`config.mk`:
```
export PLATFORM = sky130hd
export DESIGN_NAME = sha256_sched_ctrl
export DESIGN_NICKNAME = d
export VERILOG_FILES = /design/src/rtl/sha256_sched_ctrl.sv
export SDC_FILE = /design/constraint.sdc
export NUM_CORES = 2
export LEC_CHECK = 0
export BUFFER_PORTS_ARGS = -buffer_cell sky130_fd_sc_hd__buf_2
export CAP_MARGIN = 20
export CELL_PAD_IN_SITES_DETAIL_PLACEMENT = 0
export CELL_PAD_IN_SITES_GLOBAL_PLACEMENT = 1
export CORE_MARGIN = 10
export CORE_UTILIZATION = 40
export DETAILED_ROUTE_END_ITERATION = 16
export GPL_ROUTABILITY_DRIVEN = 0
export PLACE_DENSITY_LB_ADDON = 0.1
export SYNTH_ARGS = -nofsm -noshare
export SYNTH_HDL_FRONTEND = slang
export SYNTH_SLANG_ARGS = --single-unit
```
`constraint.sdc`:
```
create_clock -name clk -period 22.8 [get_ports clk]
set_input_delay 5.7 -clock clk [delete_from_list [all_inputs] [get_ports clk]]
set_output_delay 5.7 -clock clk [all_outputs]
set_load 0.05 [all_outputs]
```
`src/rtl/sha256_sched_ctrl.sv`:
```
// SHA-256 schedule/control front end: block intake, W_t expansion, K_t ROM, core sequencing.
// Define SHA256_SCHED_ERR_EN to add proto_err for blk_first/open-message protocol violations.
module sha256_sched_ctrl #(
  parameter int ROUNDS = 64,
  parameter int CNT_W  = 6
) (
  input  logic         clk,
  input  logic         reset,
  input  logic         blk_valid,
  output logic         blk_ready,
  input  logic [511:0] blk_data,
  input  logic         blk_first,
  input  logic         blk_last,
  input  logic         digest_ack,
  output logic         init,
  output logic         ready,
  output logic         digest_update,
  output logic         done,
  output logic [31:0]  W_i,
  output logic [31:0]  K_i,
`ifdef SHA256_SCHED_ERR_EN
  output logic         proto_err,
`endif
  output logic         busy
);

  typedef enum logic [2:0] {
    S_IDLE,
    S_INIT,
    S_ROUND,
    S_UPDATE,
    S_DONE
  } state_t;

  localparam logic [CNT_W-1:0] LAST_RND = CNT_W'(ROUNDS - 1);

  state_t           state;
  logic             msg_open;
  logic             last_q;
  logic [CNT_W-1:0] cnt;
  logic [31:0]      win [16];
  logic [31:0]      w_next;
  logic [5:0]       kidx;

  function automatic logic [31:0] sig0(input logic [31:0] x);
    return {x[6:0], x[31:7]} ^ {x[17:0], x[31:18]} ^ {3'b0, x[31:3]};
  endfunction

  function automatic logic [31:0] sig1(input logic [31:0] x);
    return {x[16:0], x[31:17]} ^ {x[18:0], x[31:19]} ^ {10'b0, x[31:10]};
  endfunction

  function automatic logic [31:0] kconst(input logic [5:0] t);
    logic [31:0] k;
    case (t)
      6'd0:  k = 32'h428a2f98;
      6'd1:  k = 32'h71374491;
      6'd2:  k = 32'hb5c0fbcf;
      6'd3:  k = 32'he9b5dba5;
      6'd4:  k = 32'h3956c25b;
      6'd5:  k = 32'h59f111f1;
      6'd6:  k = 32'h923f82a4;
      6'd7:  k = 32'hab1c5ed5;
      6'd8:  k = 32'hd807aa98;
      6'd9:  k = 32'h12835b01;
      6'd10: k = 32'h243185be;
      6'd11: k = 32'h550c7dc3;
      6'd12: k = 32'h72be5d74;
      6'd13: k = 32'h80deb1fe;
      6'd14: k = 32'h9bdc06a7;
      6'd15: k = 32'hc19bf174;
      6'd16: k = 32'he49b69c1;
      6'd17: k = 32'hefbe4786;
      6'd18: k = 32'h0fc19dc6;
      6'd19: k = 32'h240ca1cc;
      6'd20: k = 32'h2de92c6f;
      6'd21: k = 32'h4a7484aa;
      6'd22: k = 32'h5cb0a9dc;
      6'd23: k = 32'h76f988da;
      6'd24: k = 32'h983e5152;
      6'd25: k = 32'ha831c66d;
      6'd26: k = 32'hb00327c8;
      6'd27: k = 32'hbf597fc7;
      6'd28: k = 32'hc6e00bf3;
      6'd29: k = 32'hd5a79147;
      6'd30: k = 32'h06ca6351;
      6'd31: k = 32'h14292967;
      6'd32: k = 32'h27b70a85;
      6'd33: k = 32'h2e1b2138;
      6'd34: k = 32'h4d2c6dfc;
      6'd35: k = 32'h53380d13;
      6'd36: k = 32'h650a7354;
      6'd37: k = 32'h766a0abb;
      6'd38: k = 32'h81c2c92e;
      6'd39: k = 32'h92722c85;
      6'd40: k = 32'ha2bfe8a1;
      6'd41: k = 32'ha81a664b;
      6'd42: k = 32'hc24b8b70;
      6'd43: k = 32'hc76c51a3;
      6'd44: k = 32'hd192e819;
      6'd45: k = 32'hd6990624;
      6'd46: k = 32'hf40e3585;
      6'd47: k = 32'h106aa070;
      6'd48: k = 32'h19a4c116;
      6'd49: k = 32'h1e376c08;
      6'd50: k = 32'h2748774c;
      6'd51: k = 32'h34b0bcb5;
      6'd52: k = 32'h391c0cb3;
      6'd53: k = 32'h4ed8aa4a;
      6'd54: k = 32'h5b9cca4f;
      6'd55: k = 32'h682e6ff3;
      6'd56: k = 32'h748f82ee;
      6'd57: k = 32'h78a5636f;
      6'd58: k = 32'h84c87814;
      6'd59: k = 32'h8cc70208;
      6'd60: k = 32'h90befffa;
      6'd61: k = 32'ha4506ceb;
      6'd62: k = 32'hbef9a3f7;
      6'd63: k = 32'hc67178f2;
      default: k = 32'h0;
    endcase
    return k;
  endfunction

  assign w_next = sig1(win[14]) + win[9] + sig0(win[1]) + win[0];
  assign kidx   = 6'(cnt);

  // Schedule/constant buses are only meaningful while the core is consuming a round.
  assign W_i  = ready ? win[0] : 32'h0;
  assign K_i  = ready ? kconst(kidx) : 32'h0;
  assign busy = (state != S_IDLE);

  always_ff @(posedge clk or posedge reset) begin
    if (reset) begin
      state         <= S_IDLE;
      msg_open      <= 1'b0;
      last_q        <= 1'b0;
      cnt           <= '0;
      blk_ready     <= 1'b0;
      init          <= 1'b0;
      ready         <= 1'b0;
      digest_update <= 1'b0;
      done          <= 1'b0;
`ifdef SHA256_SCHED_ERR_EN
      proto_err     <= 1'b0;
`endif
      for (int i = 0; i < 16; i++) begin
        win[i] <= 32'h0;
      end
    end else begin
      init          <= 1'b0;
      digest_update <= 1'b0;
`ifdef SHA256_SCHED_ERR_EN
      proto_err     <= 1'b0;
`endif
      unique case (state)
        S_IDLE: begin
          blk_ready <= 1'b1;
          if (blk_valid && blk_ready) begin
            for (int i = 0; i < 16; i++) begin
              win[i] <= blk_data[511-32*i -: 32];
            end
            last_q    <= blk_last;
            blk_ready <= 1'b0;
`ifdef SHA256_SCHED_ERR_EN
            proto_err <= (blk_first == msg_open);
`endif
            // A stray first=0 with no open message still gets a fresh H load.
            if (blk_first || !msg_open) begin
              state <= S_INIT;
              init  <= 1'b1;
            end else begin
              state <= S_ROUND;
              ready <= 1'b1;
              cnt   <= '0;
            end
          end
        end
        S_INIT: begin
          msg_open <= 1'b1;
          state    <= S_ROUND;
          ready    <= 1'b1;
          cnt      <= '0;
        end
        S_ROUND: begin
          for (int i = 0; i < 15; i++) begin
            win[i] <= win[i+1];
          end
          win[15] <= w_next;
          cnt     <= cnt + 1'b1;
          if (cnt == LAST_RND) begin
            ready         <= 1'b0;
            digest_update <= 1'b1;
            state         <= S_UPDATE;
          end
        end
        S_UPDATE: begin
          if (last_q) begin
            state    <= S_DONE;
            done     <= 1'b1;
            msg_open <= 1'b0;
          end else begin
            state     <= S_IDLE;
            blk_ready <= 1'b1;
          end
        end
        S_DONE: begin
          if (digest_ack) begin
            done      <= 1'b0;
            state     <= S_IDLE;
            blk_ready <= 1'b1;
          end
        end
        default: state <= S_IDLE;
      endcase
    end
  end

endmodule

```
Yosys cells after proc, flatten, opt, wreduce, memory -nomap -nowiden:

Memory sizes are Yosys's and may differ from the RTL's.
Index checks and enable logic that the tools add are counted.

* register bits after elaboration: 528
* bits in read-only memories: 2048
* input bits: 518
* output and inout bits: 70
* word-level logic and storage cells: 94
* memories kept: 1

Memory list
* (name not given): words 64, width 32, rd ports 1, clocked after memory_dff 0, wr ports 0, line 55 `case (t)`

* add/subtract/negate cells: 4
* equality and inequality tests: 11
* multiplexer cells: 31
* bitwise logic cells: 4
* reduce and logical (&&, ||, !) cells: 18

Operator list (number)
* $pmux 512 s2: 1
* $mux 512: 1
* $add 32x32->32: 3
* $mux 32: 2
* $xor 32x32->32: 2
* $xor 32x22->32: 1
* $xor 32x29->32: 1
* $pmux 6 s3: 1
* $pmux 3 s5: 1
* $mux 1: 14
* $mux 3: 4
* $mux 6: 2
* $ne 2x2->1 const B: 6
* $reduce_and 3->1: 4
* $reduce_bool 3->1: 3
* $add 6x1->6 const B: 1
* $eq 3x2->1 const B: 2
* $eq 6x6->1 const B: 1
* $pmux 1 s3: 2
* $reduce_and 2->1: 3
* $reduce_bool 2->1: 3
* $pmux 1 s2: 2
* $reduce_and 4->1: 1
* $eq 3x1->1 const B: 1
* 6 further kinds: 6

Depth between registers and ports, before layout:

* word-level depth: 6
* mapped depth: 16
* gate-level depth less buffers: 15

Worst setup path after synthesis:

Ideal clock, no wire load.

* kind: reg2out
* from: register cnt[1]
* to: output port K_i[17]
* arrival: 4.670 ns
* required time: 17.100 ns
* setup slack: 12.430 ns
* stages on the path, launching flop included: 11
* buffers on the path: 3
* cell sequence: dfrtp_1 clkbuf_1 inv_1 clkbuf_1 ha_1 clkbuf_1 nand2_1 o211ai_1 o311ai_0 o21ai_0 a2111oi_0

* word-level cells in the longest chain between the ends: 2

Ends and longest elaborated chain
* start: declaration: line 40 `logic [CNT_W-1:0] cnt;`
* start signal: assignment: line 190 `cnt <= cnt + 1'b1;`
* $mem_v2 64x32
* $mux 32: line 130 `assign K_i = ready ? kconst(kidx) : 32'h0;`
* end: declaration: line 20 `output logic [31:0] K_i,`

No other way between the ends.

Worst setup path after layout:

Same ends and word-level chain as after synthesis.

==> impl_metrics.toml <==
[yosys]
synth_top_family_by_area = "simple AND/OR/NAND/NOR gates"
synth-edff-count = 0
synth_fp_nets = 4584
synth_top_area_frac = 0.426
syn_area_mm2 = 0.0310
muxShareOfSynthArea = 0.00867
synthFlopType = "dfrtp_1"
async_reset_ff_frac = 1.00
synth_common_cells = "1081 x nand2_1, 611 x nor2_1, 528 x dfrtp_1"
synth_compound_area_frac = 0.176
synthDistinctLibCells = 73
synth_fa_ha_area_frac = 0.0597
synth_area_leaders = "dfrtp_1 43%, nand2_1 13%, a31oi_1 10%"
syn_avg_cell_area_um2 = 7.85
synth-seq-area-share = 0.426
yosysTopAreaCell = "dfrtp_1"
synth.most_common_cell = "nand2_1"
synthSimpleGateAreaFrac = 0.226
synthCells = 3955
synth-xor-area-share = 0.0406
yosysWarnings = 0
ys_seq_elements = 528

[setup_path]
timing.rr.end = "win[357]"
critPathArrivalTime_ns = 4.35
reg2reg_depth = 9
r2r_slack_ns = 16.93
worstSetupPathType = "reg2out"
slowest_stage = "a2111oi_0"
cp_max_fo = 18
r2r_start = "state[0]"
required_ns = 17.10
startpoint_type = "flop"
end_kind = "output pin"
slowest_delay_ns = 0.77
critical_path.cell_chain = "inv_1, ha_1, nand2_1, a31oi_1, o21ai_0, a2111oi_0, buf_2"

[layout]
fin_util = 0.468
final_layout_size_suffix_gt1_frac = 0.174
nets = 4923
area_growth_pct = 16.4

[sta]
drv_slew = 0
rsz0062_at_grt = "false"
fin_worst_skew_ns = 0.0257
finalCritPeriodShare = 0.441
setup_violations = 0
max_freq_mhz = 99.5
finalHoldViolCount = 0
slew-limit-headroom = 0.224
setup_tns_ns = 0
worstMarginPinSlew_ns = 1.16
min_period_ns = 10.05

[detailed_routing]
dr_total_vias = 29958
drc = 0
viasPerCell = 5.57
antenna_left = 0
drtPass1Iterations = 6
routed_wl_um = 134000
drt_iter0_markers = 2999
wire_per_inst_um = 24.9

[global_routing]
grt_util_met3 = 0.0539
antenna_found_initial = 13
grt-ovfl-total = 0
grt_max_degree = 265
use_met1 = 0.374
track_usage = 0.289
grt_pass1_vias = 29839
grt_pass1_wl_um = 196000
busiest_layer = "met2"
use_met2 = 0.481

[floorplan]
core-area_mm2 = 0.0772
die_y_um = 299
die-width_um = 299
ioPinCount = 588
start_util = 0.402
die-area_mm2 = 0.0891
rows = 102

[job]
drv_cap = 0

[cts]
cts_tree = "built"
cts_buffers = 60
clk_latency_ns = 0.64
cts_resized = 0
cts.sinks = 528
cts_max_level = 2
hold_buffers = 0
cts_setup_buffers = 0
cts_max_path_buffers = 3
path_clk_slew_ns = 0.06
root_buffer = "clkbuf_16"

[place]
port_buffers = 587
dpl.hpwl_um = 100000

[min_path]
worstHoldStart = "msg_open"
holdPathStages = 2
hp-class = "reg2reg"
hold_end = "msg_open"

[outcome]
status = "complete, no violations"
-- kinds of logic after synthesis --
kind of cell / Yosys count
AO/OA/AOI/OAI: 860
XOR/XNOR: 144
adder cells (fa/ha/maj): 111
buffers and inverters: 490
flip-flops: 528
multiplexers: 18
AND/OR/NAND/NOR: 1804
-- cells in the final DEF (no fill, tap or decap), types with 35 or more instances in the layout --
master,n
dfrtp_1,525
buf_4,37
a31oi_1,508
nor2_1,611
a21oi_1,109
ha_1,49
clkbuf_16,60
buf_2,587
nand2_1,1080
inv_1,135
xor2_1,52
fa_1,62
xnor2_1,92
a211oi_1,35
o21ai_0,73
-- layer usage --
| layer | routed length [µm] | vias to the layer above |
|---|---|---|
| li1 | - | 13901 |
| met1 | 55200 | 14605 |
| met2 | 64700 | 1207 |
| met3 | 9640 | 239 |
| met4 | 4460 | 6 |
| met5 | 30 | - |
-- area by class of cell --
| cell class | count | area, µm² |
|---|---|---|
| clock inverter | 16 | 221 |
| timing repair buffer | 627 | 3290 |
| inverter | 140 | 533 |
| antenna | 6 | 15.0 |
| tap | 1040 | 1300 |
| clock buffer | 86 | 1700 |
| sequential | 528 | 13200 |
| fill | 8021 | 41100 |
| multi-input combinational | 2937 | 15900 |
-- worst max-delay path: cells and delay by family, from the launching register on --
family                     cells  cell delay [ns]
AOI/OAI and AO/OA              3             1.15
buffers and inverters          2             0.87
DFF                            1             0.73
adders and majority gates      1             0.68
and+or+nand+nor                1             0.29
-- state kept, by name, indices dropped and copies added, names as in the netlist --
| name | count |
|---|---|
| done | 1 |
| last_q | 1 |
| ready | 1 |
| blk_ready | 1 |
| state | 3 |
| cnt | 6 |
| win | 512 |
| msg_open | 1 |
| init | 1 |
| digest_update | 1 |
-- worst max path at each step --
| stage | start | endpoint | slack [ns] | cells after the start |
|---|---|---|---|---|
| 2_1_floorplan | reset | blk_ready | 2.35 | 1 |
| 3_3_place_gp | blk_valid | win[205] | 13.15 | 9 |
| 3_5_place_dp | blk_valid | win[141] | 13.09 | 9 |
| 4_1_cts | cnt[1] | K_i[13] | 12.85 | 9 |
| 5_1_grt | cnt[1] | K_i[30] | 12.59 | 9 |
| 6_report | cnt[1] | K_i[17] | 12.75 | 7 |
-- per-stage QoR --
step	cell area (µm²)	hold slack, ns	setup slack (ns)	std cells
detailed placement	34100	0.464	13.09	5270
floorplan	31000	0.441	2.35	3955
global route	36100	0.526	12.59	5378
global placement	34100	0.462	13.15	5270
finish	36100	0.476	12.75	5380
CTS	36100	0.478	12.85	5372
Power is not shown: default switching activity piles up to over one toggle a cycle in this logic, so the estimate is an artifact.
